File: src/rtl/multicycle_ctrl_pkg.sv
// ============================================================================
// multicycle_ctrl_pkg
// Shared encodings for the multicycle RV32I control unit and its datapath.
// Revision: 1.0
// ============================================================================
`default_nettype none
`timescale 1ns/1ps

package multicycle_ctrl_pkg;

  typedef enum logic [2:0] {
    RST_S  = 3'd0,
    FETCH  = 3'd1,
    DECODE = 3'd2,
    EXEC   = 3'd3,
    MEM    = 3'd4,
    WB     = 3'd5,
    TRAP   = 3'd6
  } state_t;

  // Shared with the immediate generator in the datapath
  typedef enum logic [2:0] {
    IMM_I = 3'd0,
    IMM_S = 3'd1,
    IMM_B = 3'd2,
    IMM_U = 3'd3,
    IMM_J = 3'd4
  } imm_sel_t;

  typedef enum logic [1:0] {
    ALU_ADD   = 2'd0,
    ALU_BR    = 2'd1,
    ALU_FUNCT = 2'd2
  } alu_op_t;

  typedef enum logic [1:0] {
    WB_ALU = 2'd0,
    WB_MEM = 2'd1,
    WB_PC4 = 2'd2
  } wb_sel_t;

  typedef enum logic [1:0] {
    SRCA_RS1  = 2'd0,
    SRCA_PC   = 2'd1,
    SRCA_ZERO = 2'd2
  } alu_src_a_t;

  typedef enum logic [3:0] {
    CL_OP_IMM  = 4'd0,
    CL_OP      = 4'd1,
    CL_LOAD    = 4'd2,
    CL_STORE   = 4'd3,
    CL_BRANCH  = 4'd4,
    CL_LUI     = 4'd5,
    CL_AUIPC   = 4'd6,
    CL_JAL     = 4'd7,
    CL_JALR    = 4'd8,
    CL_FENCE   = 4'd9,
    CL_SYSTEM  = 4'd10,
    CL_ILLEGAL = 4'd11
  } iclass_t;

  localparam logic [6:0] c_opc_load   = 7'b0000011;
  localparam logic [6:0] c_opc_store  = 7'b0100011;
  localparam logic [6:0] c_opc_branch = 7'b1100011;
  localparam logic [6:0] c_opc_jalr   = 7'b1100111;
  localparam logic [6:0] c_opc_jal    = 7'b1101111;
  localparam logic [6:0] c_opc_op_imm = 7'b0010011;
  localparam logic [6:0] c_opc_op     = 7'b0110011;
  localparam logic [6:0] c_opc_lui    = 7'b0110111;
  localparam logic [6:0] c_opc_auipc  = 7'b0010111;
  localparam logic [6:0] c_opc_fence  = 7'b0001111;
  localparam logic [6:0] c_opc_system = 7'b1110011;

endpackage

`default_nettype wire

File: src/rtl/ctrl_decode.sv
// ============================================================================
// ctrl_decode
// Combinational RV32I opcode-to-instruction-class decode.
// Revision: 1.0
// ============================================================================
`default_nettype none
`timescale 1ns/1ps

module ctrl_decode
  import multicycle_ctrl_pkg::*;
(
  input  logic [6:0] opcode,
  output iclass_t    iclass
);

  always_comb begin
    iclass = CL_ILLEGAL;
    case (opcode)
      c_opc_op_imm: iclass = CL_OP_IMM;
      c_opc_op:     iclass = CL_OP;
      c_opc_load:   iclass = CL_LOAD;
      c_opc_store:  iclass = CL_STORE;
      c_opc_branch: iclass = CL_BRANCH;
      c_opc_lui:    iclass = CL_LUI;
      c_opc_auipc:  iclass = CL_AUIPC;
      c_opc_jal:    iclass = CL_JAL;
      c_opc_jalr:   iclass = CL_JALR;
      c_opc_fence:  iclass = CL_FENCE;
      c_opc_system: iclass = CL_SYSTEM;
      default:      iclass = CL_ILLEGAL;
    endcase
  end

endmodule

`default_nettype wire

File: src/rtl/multicycle_ctrl.sv
// ============================================================================
// multicycle_ctrl
// Multicycle RV32I control FSM driving memory, PC/IR, ALU and write-back muxes.
// Revision: 1.0
// ============================================================================
`default_nettype none
`timescale 1ns/1ps

module multicycle_ctrl
  import multicycle_ctrl_pkg::*;
#(
  parameter int N = 32
) (
  input  logic         clk,
  input  logic         rst,
  input  logic [N-1:0] instr,
  input  logic         mem_ready,
  input  logic         br_taken,
  output logic         mem_req,
  output logic         mem_we,
  output logic         mem_addr_sel,
  output logic         ir_write,
  output logic         pc_write,
  output logic         pc_src,
  output logic         reg_write,
  output logic [1:0]   alu_src_a,
  output logic         alu_src_b,
  output logic [1:0]   alu_op,
  output logic [2:0]   imm_sel,
  output logic [1:0]   wb_sel,
  output logic         trap,
  output logic [2:0]   state
);

  state_t  r_state;
  logic    r_run;
  iclass_t w_iclass;
  logic    unused_instr;

  assign unused_instr = ^instr[N-1:7];

  ctrl_decode u_decode (
    .opcode (instr[6:0]),
    .iclass (w_iclass)
  );

  // r_run delays the RST_S exit by one edge so RST_S spans a full cycle after release
  always_ff @(posedge clk or posedge rst) begin
    if (rst) begin
      r_state <= RST_S;
      r_run   <= 1'b0;
    end else begin
      case (r_state)
        RST_S: begin
          r_run <= 1'b1;
          if (r_run) r_state <= FETCH;
        end
        FETCH:  if (mem_ready) r_state <= DECODE;
        DECODE: begin
          case (w_iclass)
            CL_FENCE:              r_state <= FETCH;
            CL_SYSTEM, CL_ILLEGAL: r_state <= TRAP;
            default:               r_state <= EXEC;
          endcase
        end
        EXEC: begin
          case (w_iclass)
            CL_LOAD, CL_STORE: r_state <= MEM;
            CL_BRANCH:         r_state <= FETCH;
            CL_OP_IMM, CL_OP, CL_LUI, CL_AUIPC, CL_JAL, CL_JALR:
                               r_state <= WB;
            default:           r_state <= TRAP;
          endcase
        end
        MEM:     if (mem_ready) r_state <= (w_iclass == CL_LOAD) ? WB : FETCH;
        WB:      r_state <= FETCH;
        TRAP:    r_state <= TRAP;
        default: r_state <= TRAP;
      endcase
    end
  end

  // Decoded straight from the state register so an async reset clears every strobe at once
  always_comb begin
    mem_req      = 1'b0;
    mem_we       = 1'b0;
    mem_addr_sel = 1'b0;
    ir_write     = 1'b0;
    pc_write     = 1'b0;
    pc_src       = 1'b0;
    reg_write    = 1'b0;
    alu_src_a    = SRCA_RS1;
    alu_src_b    = 1'b0;
    alu_op       = ALU_ADD;
    imm_sel      = IMM_I;
    wb_sel       = WB_ALU;
    trap         = 1'b0;
    case (r_state)
      FETCH: begin
        mem_req = 1'b1;
        if (mem_ready) begin
          ir_write = 1'b1;
          pc_write = 1'b1;
        end
      end
      DECODE: begin
        alu_src_a = SRCA_PC;
        alu_src_b = 1'b1;
        imm_sel   = IMM_B;
      end
      EXEC: begin
        case (w_iclass)
          CL_OP_IMM, CL_OP: begin
            alu_src_b = (w_iclass == CL_OP_IMM);
            alu_op    = ALU_FUNCT;
          end
          CL_LOAD:  alu_src_b = 1'b1;
          CL_STORE: begin
            alu_src_b = 1'b1;
            imm_sel   = IMM_S;
          end
          CL_BRANCH: begin
            alu_op   = ALU_BR;
            imm_sel  = IMM_B;
            pc_write = br_taken;
            pc_src   = 1'b1;
          end
          CL_LUI, CL_AUIPC: begin
            imm_sel   = IMM_U;
            alu_src_b = 1'b1;
            alu_src_a = (w_iclass == CL_LUI) ? SRCA_ZERO : SRCA_PC;
          end
          CL_JAL, CL_JALR: begin
            imm_sel   = (w_iclass == CL_JAL) ? IMM_J : IMM_I;
            alu_src_a = (w_iclass == CL_JAL) ? SRCA_PC : SRCA_RS1;
            alu_src_b = 1'b1;
            pc_write  = 1'b1;
            pc_src    = 1'b1;
          end
          default: ;
        endcase
      end
      MEM: begin
        mem_req      = 1'b1;
        mem_addr_sel = 1'b1;
        mem_we       = (w_iclass == CL_STORE);
      end
      WB: begin
        reg_write = 1'b1;
        case (w_iclass)
          CL_LOAD:         wb_sel = WB_MEM;
          CL_JAL, CL_JALR: wb_sel = WB_PC4;
          default:         wb_sel = WB_ALU;
        endcase
      end
      TRAP:    trap = 1'b1;
      default: ;
    endcase
  end

  assign state = r_state;

endmodule

`default_nettype wire

File: config.mk
export PLATFORM = sky130hd
export DESIGN_NAME = multicycle_ctrl
export DESIGN_NICKNAME = d
export VERILOG_FILES = /design/src/rtl/multicycle_ctrl_pkg.sv /design/src/rtl/ctrl_decode.sv /design/src/rtl/multicycle_ctrl.sv
export SDC_FILE = /design/constraint.sdc
export NUM_CORES = 1
export LEC_CHECK = 0
export ABC_AREA = 0
export CORE_MARGIN = 1
export CORE_UTILIZATION = 36
export DETAILED_ROUTE_END_ITERATION = 7
export PLACE_DENSITY_LB_ADDON = 0.08
export SYNTH_ARGS = -nofsm -noshare
export SYNTH_HDL_FRONTEND = slang
export SYNTH_SLANG_ARGS = --single-unit
File: constraint.sdc
create_clock -name clk -period 3.71 [get_ports clk]
set_input_delay 0.371 -clock clk [delete_from_list [all_inputs] [get_ports clk]]
set_output_delay 0.371 -clock clk [all_outputs]
set_load 0.01 [all_outputs]
==> results.md, run 1 <==
* FF+latch count, synth at 4
* H-tree lvl count at 1
* FILL cells at 202
* Clock network power share at 35.8%
* RSZ-0062 raised after global routing: no
* Post-synthesis cell area at 731 µm²
* Clock latency on the worst-skew pair at 230 ps
* PortBufs at 31
* Pwr Density at 145 nW/µm²
* NetSw at 0.0453 mW
* Final hold vios at 0
* DRC at 0
* Area Growth Syn to Fin at 41.3%
* Cell row count at 15
* Root buf cell: clkbuf_4
* Final Critical Period at 2980 ps
* Largest net degree at the start of global routing at 22
* R2R Setup Slk at 2270 ps
* Vias at 899
* Worst hold path class: in -> async
* MaxCap Viol Count at 0
* Initial antenna violation count at 0
* Max Clock Freq at 336 MHz
* Post-route setup TNS at 0 ps
* Required time of the critical path at 3340 ps
* Actual slew at the worst max-slew pin at 577 ps
* Die Y-Extent at 47.1 µm
* Fin worst setup slack at 733 ps
* Die area at 2210 µm²
* Hpwl dp at 1560 µm
* Syn Nets at 147
* Worst path bufs/invs at 2
* Pint at 0.104 mW
* Post-synthesis cell count at 111
* Period utilization at 80.2%
* Slowest cell delay on critical path at 830 ps
* Hold Buf Count CTS at 0
* Number of diodes at 0
* Sw Ratio at 30.3%
* Sequential cell area fraction in the yosys report at 13.7%
* Router iterations before antenna repair at 4
* CTS Buffer Depth at 2
* Avg Inst Size Synth at 6.58 µm²
* Combinational Power Share at 32.2%
* Gr ovfl total at 0
* Resized Gates After CTS at 0
* Vias in the first global route at 715
* Critical-path cell list: clkdlybuf4s50_1 > nand3b_2 > or3_1 > a21oi_1 > clkdlybuf4s50_1
* IO Count at 57
* Main synth FF type: dfrtp_1
* GR Util All Layers at 20.1%
* DRT antenna net count at 0
* Die X at 47.1 µm
* CP Launch Type: input port
* Critical Path End Type: output pin
* RR Startpoint: state[2]
* CTS tree: yes
* Initial drt markers at 29
* Pins Over Slew Limit at 0
* Final hold slack at 317 ps
* Critical path's top delay family: buffers and inverters
* Layout Nets at 173
* Multi-input gate area at 526 µm²
* Flop pwr share at 32.0%
* EDFF count, synth at 0
* Num Clock Sinks at 4
* First-pass GRT wire length at 3190 µm
* Critical path's slowest cell: clkdlybuf4s50_1
* Slew HR at 61.5%
* Leakage dissipation at 0.376 nW
* Vias per cell at 5.62
* Post-synth ARST share at 100%
* Setup violators final at 0
* WL final at 2080 µm
* Synthesis Warnings at 0
* Kind of critical path: in -> out
* Post-CTS Setup Inserts at 0
* Critical Path AT at 2610 ps
* Core Area at 1820 µm²
* Placer Congestion at 0.860
* Most used cell, CP: clkdlybuf4s50_1
* Clock Pin Slew Worst Setup and Hold Paths at 40 ps
* Initial core utilization at 40.1%
* R2R cell count at 4
* Routed len/inst at 13.0 µm
* Worst r2r dst: state[0]
* CTS Buf Count at 3
* Clock Skew at 1.66 ps
* Distinct cells, synth at 42
* Worst Path Max Fanout at 18
* Share of cells above drive strength 1 at 7.41%
* Setup slack at placement at 750 ps
* Status: completed
* Max VDD drop at 0.000237 V
* Register area at 100 µm²
[cells by family after synthesis]
kind of cell	count (synthesis)	share of synthesized area (%)
and+or+nand+nor	57	44.9
AOI/OAI and AO/OA	28	24.7
DFF	4	13.7
xor gates and xnor gates	2	2.40
buffers and inverters	20	14.4
[stage by stage]
step                utilization [%]  instances  instance area, µm²  power (mW)
finish                         56.7        160                1030       0.149
global route                   56.7        160                1030       0.161
CTS                            56.7        160                1030       0.152
detailed placement             55.5        157                1010      0.0961
global placement               55.5        157                1010      0.0954
floorplan                         -        111                 731      0.0809
[worst max-delay path by stage]
stage                   from         end  cells past startpoint
global route        instr[6]      pc_src                      5
detailed placement  instr[6]      pc_src                      5
global placement    instr[6]    pc_write                      5
floorplan           state[1]  imm_sel[0]                      4
finish              instr[6]      pc_src                      5
CTS                 instr[6]      pc_src                      5
[synthesized netlist by cell type (all sizes together) (3+ instances only)]
master   n  share of area (%)
a31oi    3                2.6
nor3     4                2.7
inv      8                4.1
buf     10                9.1
a21oi    6                4.1
nor4     5                4.3
dfrtp    4                 14
nand3    4                2.7
nand2    7                3.6
nand3b   5                5.7
o21ai    8                5.5
nand2b   5                4.3
or2      3                2.6
nor2    11                5.7
[power by group through the flow]
stage          sequential (mW)  combinational [mW]  clock (mW)
2_1_floorplan           0.0479              0.0331           0
3_3_place_gp            0.0483              0.0471           0
3_5_place_dp            0.0483              0.0478           0
4_1_cts                 0.0478              0.0479      0.0560
5_1_grt                 0.0482              0.0534      0.0593
6_report                0.0479              0.0480      0.0535
[sequential cells by signal (all words and copies together) (netlist names)]
signal,flops
state,3
r_run,1
[final cells by class]
type / instances / share of cell area, %
clock buffers: 3 / 2.18
flip-flops and latches: 4 / 9.70
well taps: 25 / 3.03
multi-input cells: 87 / 50.9
repair buffers: 32 / 30.8
inverters: 9 / 3.39
[worst register-to-register path, cell delays in order (launching register included)]
cell and delay [ps]:
dfrtp_1 500, nand2b_1 270, a2111oi_0 320, nand4b_1 150
o211ai_1 110
[metal layers]
layer / routed length (µm) / track usage, %
met1: 992 / 27.4
met5: 0 / 0
met4: 0 / 0
met3: 101 / 4.62
met2: 990 / 34.4
[cell usage in the layout, fill, tap and decap left out, drive strengths merged, types with 5 or more instances in the layout]
cell / n
nand2b: 5
o21ai: 8
a21oi: 6
nand2: 7
inv: 8
nor4: 5
nand3b: 5
nor2: 11
clkdlybuf4s50: 31
(Power assumes the default switching activity.)
==> run 2, diff against run 1 <==
--- a/config.mk
+++ b/config.mk
@@ -7,7 +7,7 @@
 export LEC_CHECK = 0
 export ABC_AREA = 0
 export CORE_MARGIN = 1
-export CORE_UTILIZATION = 36
+export CORE_UTILIZATION = 30
 export DETAILED_ROUTE_END_ITERATION = 7
 export PLACE_DENSITY_LB_ADDON = 0.08
 export SYNTH_ARGS = -nofsm -noshare
==> constraint.sdc (replaced) <==
create_clock -name clk -period 2.7 [get_ports clk]
set_input_delay 0.27 -clock clk [delete_from_list [all_inputs] [get_ports clk]]
set_output_delay 0.27 -clock clk [all_outputs]
set_load 0.01 [all_outputs]
==> run 2 against run 1 <==
  * Clock skew increased by 3.9 ps
  * Count of clock-buffer cells in the layout stayed put
  * First-iteration DRC count decreased by 38%
  * Sequential power up 37%
  * Setup slack worse by 580 ps
==> results.md, run 2 (synthesis results as in run 1) <==
* Status: completed
* IO Count at 57 (unchanged)
* Pwr Density at 195 nW/µm² (+35%)
* Area Growth Syn to Fin at 51.0%
* Die Y-Extent at 51.4 µm (+9.1%)
* Initial drt markers at 18 (-38%)
* Worst r2r dst: state[0]
* Die X at 51.4 µm (+9.1%)
* Resized Gates After CTS at 0 (unchanged)
* Worst hold path class: in -> async
* Flop pwr share at 30.4% (-1.6 points)
* Core Area at 2250 µm² (+24%)
* Setup violators final at 0 (unchanged)
* Number of diodes at 0 (unchanged)
* H-tree lvl count at 1 (unchanged)
* Root buf cell: clkbuf_4
* CTS Buf Count at 3 (unchanged)
* WL final at 2370 µm (+14%)
* Hpwl dp at 1820 µm (+17%)
* Cell row count at 17 (+2)
* CTS tree: yes
* First-pass GRT wire length at 3860 µm (+21%)
* Pins Over Slew Limit at 0 (unchanged)
* Pint at 0.149 mW (+44%)
* MaxCap Viol Count at 0 (unchanged)
* Gr ovfl total at 0 (unchanged)
* Leakage dissipation at 0.418 nW (+11%)
* Hold Buf Count CTS at 0 (unchanged)
* Layout Nets at 182 (+5.2%)
* Sw Ratio at 30.6% (+0.34 points)
* Clock Pin Slew Worst Setup and Hold Paths at 40 ps (about the same)
* Post-route setup TNS at 0 ps (unchanged)
* Clock latency on the worst-skew pair at 240 ps (about the same)
* Vias in the first global route at 870 (+22%)
* RSZ-0062 raised after global routing: no
* CTS Buffer Depth at 2 (unchanged)
* Initial core utilization at 32.4% (-7.7 points)
* Core Util, Final at 48.9% (-7.8 points)
* Router iterations before antenna repair at 4 (unchanged)
* Required time of the critical path at 2430 ps (-910 ps)
* Commonest non-fill, non-tap cell in the layout: clkdlybuf4s50_1
* DRC at 0 (unchanged)
* Post-CTS Setup Inserts at 0 (unchanged)
* Largest net degree at the start of global routing at 17 (-23%)
* Kind of critical path: in -> out
* Critical Path AT at 2280 ps (-330 ps)
* R2R Setup Slk at 1180 ps (-1090 ps)
* GR Util All Layers at 19.3% (-0.75 points)
* Routed len/inst at 13.8 µm (+5.9%)
* Combinational Power Share at 35.2% (+3.0 points)
* Num Clock Sinks at 4 (unchanged)
* Clock Skew at 5.51 ps (+3.85 ps)
* RR Startpoint: state[0]
* PortBufs at 31 (unchanged)
* NetSw at 0.0660 mW (+46%)
* CP Launch Point: instr[6]
* Worst Path Max Fanout at 8 (-10)
* Actual slew at the worst max-slew pin at 408 ps (-169 ps)
* Vias at 947 (+5.3%)
* DRT antenna net count at 0 (unchanged)
* CP Launch Type: input port
* Placer Congestion at 0.871 (+1.3%)
* Critical Path End Type: output pin
* Final Critical Period at 2550 ps
* Max FFs per register at 3 (unchanged)
* Die area at 2640 µm² (+19%)
* Vias per cell at 5.51 (-2.0%)
* Max VDD drop at 0.000219 V (-7.8%)
* FILL cells at 243 (+20%)
* Max Clock Freq at 393 MHz
* Setup crit end: alu_src_a[0]
* Clock network power share at 34.5% (-1.3 points)
* Slew HR at 72.1% (+11 points)
* Period utilization at 94.3%
* R2R cell count at 4 (unchanged)
* Most frequent cells in the layout: 31 x clkdlybuf4s50_1, 11 x nor2_1, 10 x buf_4
* Share of cells above drive strength 1 at 13.2% (+5.8 points)
* Final hold vios at 0 (unchanged)
* Initial antenna violation count at 0 (unchanged)
[run 2: worst min path at each step]
stage / to / start / cells after the start
after floorplan: r_run / rst / 1
after CTS: state[0] / rst / 2
after detailed placement: r_run / r_run / 1
after global routing: r_run / rst / 2
final: state[2] / rst / 2
after global placement: r_run / r_run / 1
[run 2: stage by stage]
| step | cells | total power, mW | setup slack [ps] | area, µm² | hold WS [ps] |
|---|---|---|---|---|---|
| after global placement | 169 | 0.140 | 163 | 1080 | 455 |
| after floorplan | 111 | 0.111 | 1060 | 731 | 36.1 |
| after global routing | 172 | 0.231 | 61.1 | 1100 | 228 |
| final | 172 | 0.215 | 154 | 1100 | 212 |
| after CTS | 172 | 0.217 | 158 | 1100 | 218 |
| after detailed placement | 169 | 0.141 | 161 | 1080 | 460 |
[run 2: worst max-delay path, cell delays in order]
cell	delay (ps)
clkdlybuf4s50_1	570
or4b_1	550
o21ai_1	100
nand3_1	90
a21oi_1	140
clkdlybuf4s50_1	550
[run 2: layer usage]
layer	share of wire [%]	GRT usage (%)	up-vias
met5	0	0	-
met4	0	1.35	0
met3	7.5	4.76	0
met2	46	33.6	45
met1	46	25.1	431
li1	-	-	471
[run 2: cell type report]
class                      count  area, µm²  area share [%]
clock buffer                   3       22.5            2.04
multi-input combinational     87        526            47.6
tap                           28       35.0            3.17
sequential                     4        100            9.07
inverter                       9       35.0            3.17
timing repair buffer          41        385            34.9
[run 2: power by group through the flow]
| stage | registers (mW) | clock network (mW) | logic [mW] |
|---|---|---|---|
| after CTS | 0.0655 | 0.0765 | 0.0753 |
| after detailed placement | 0.0662 | 0 | 0.0749 |
| final | 0.0655 | 0.0742 | 0.0758 |
| after floorplan | 0.0658 | 0 | 0.0454 |
| after global routing | 0.0660 | 0.0828 | 0.0822 |
| after global placement | 0.0662 | 0 | 0.0741 |
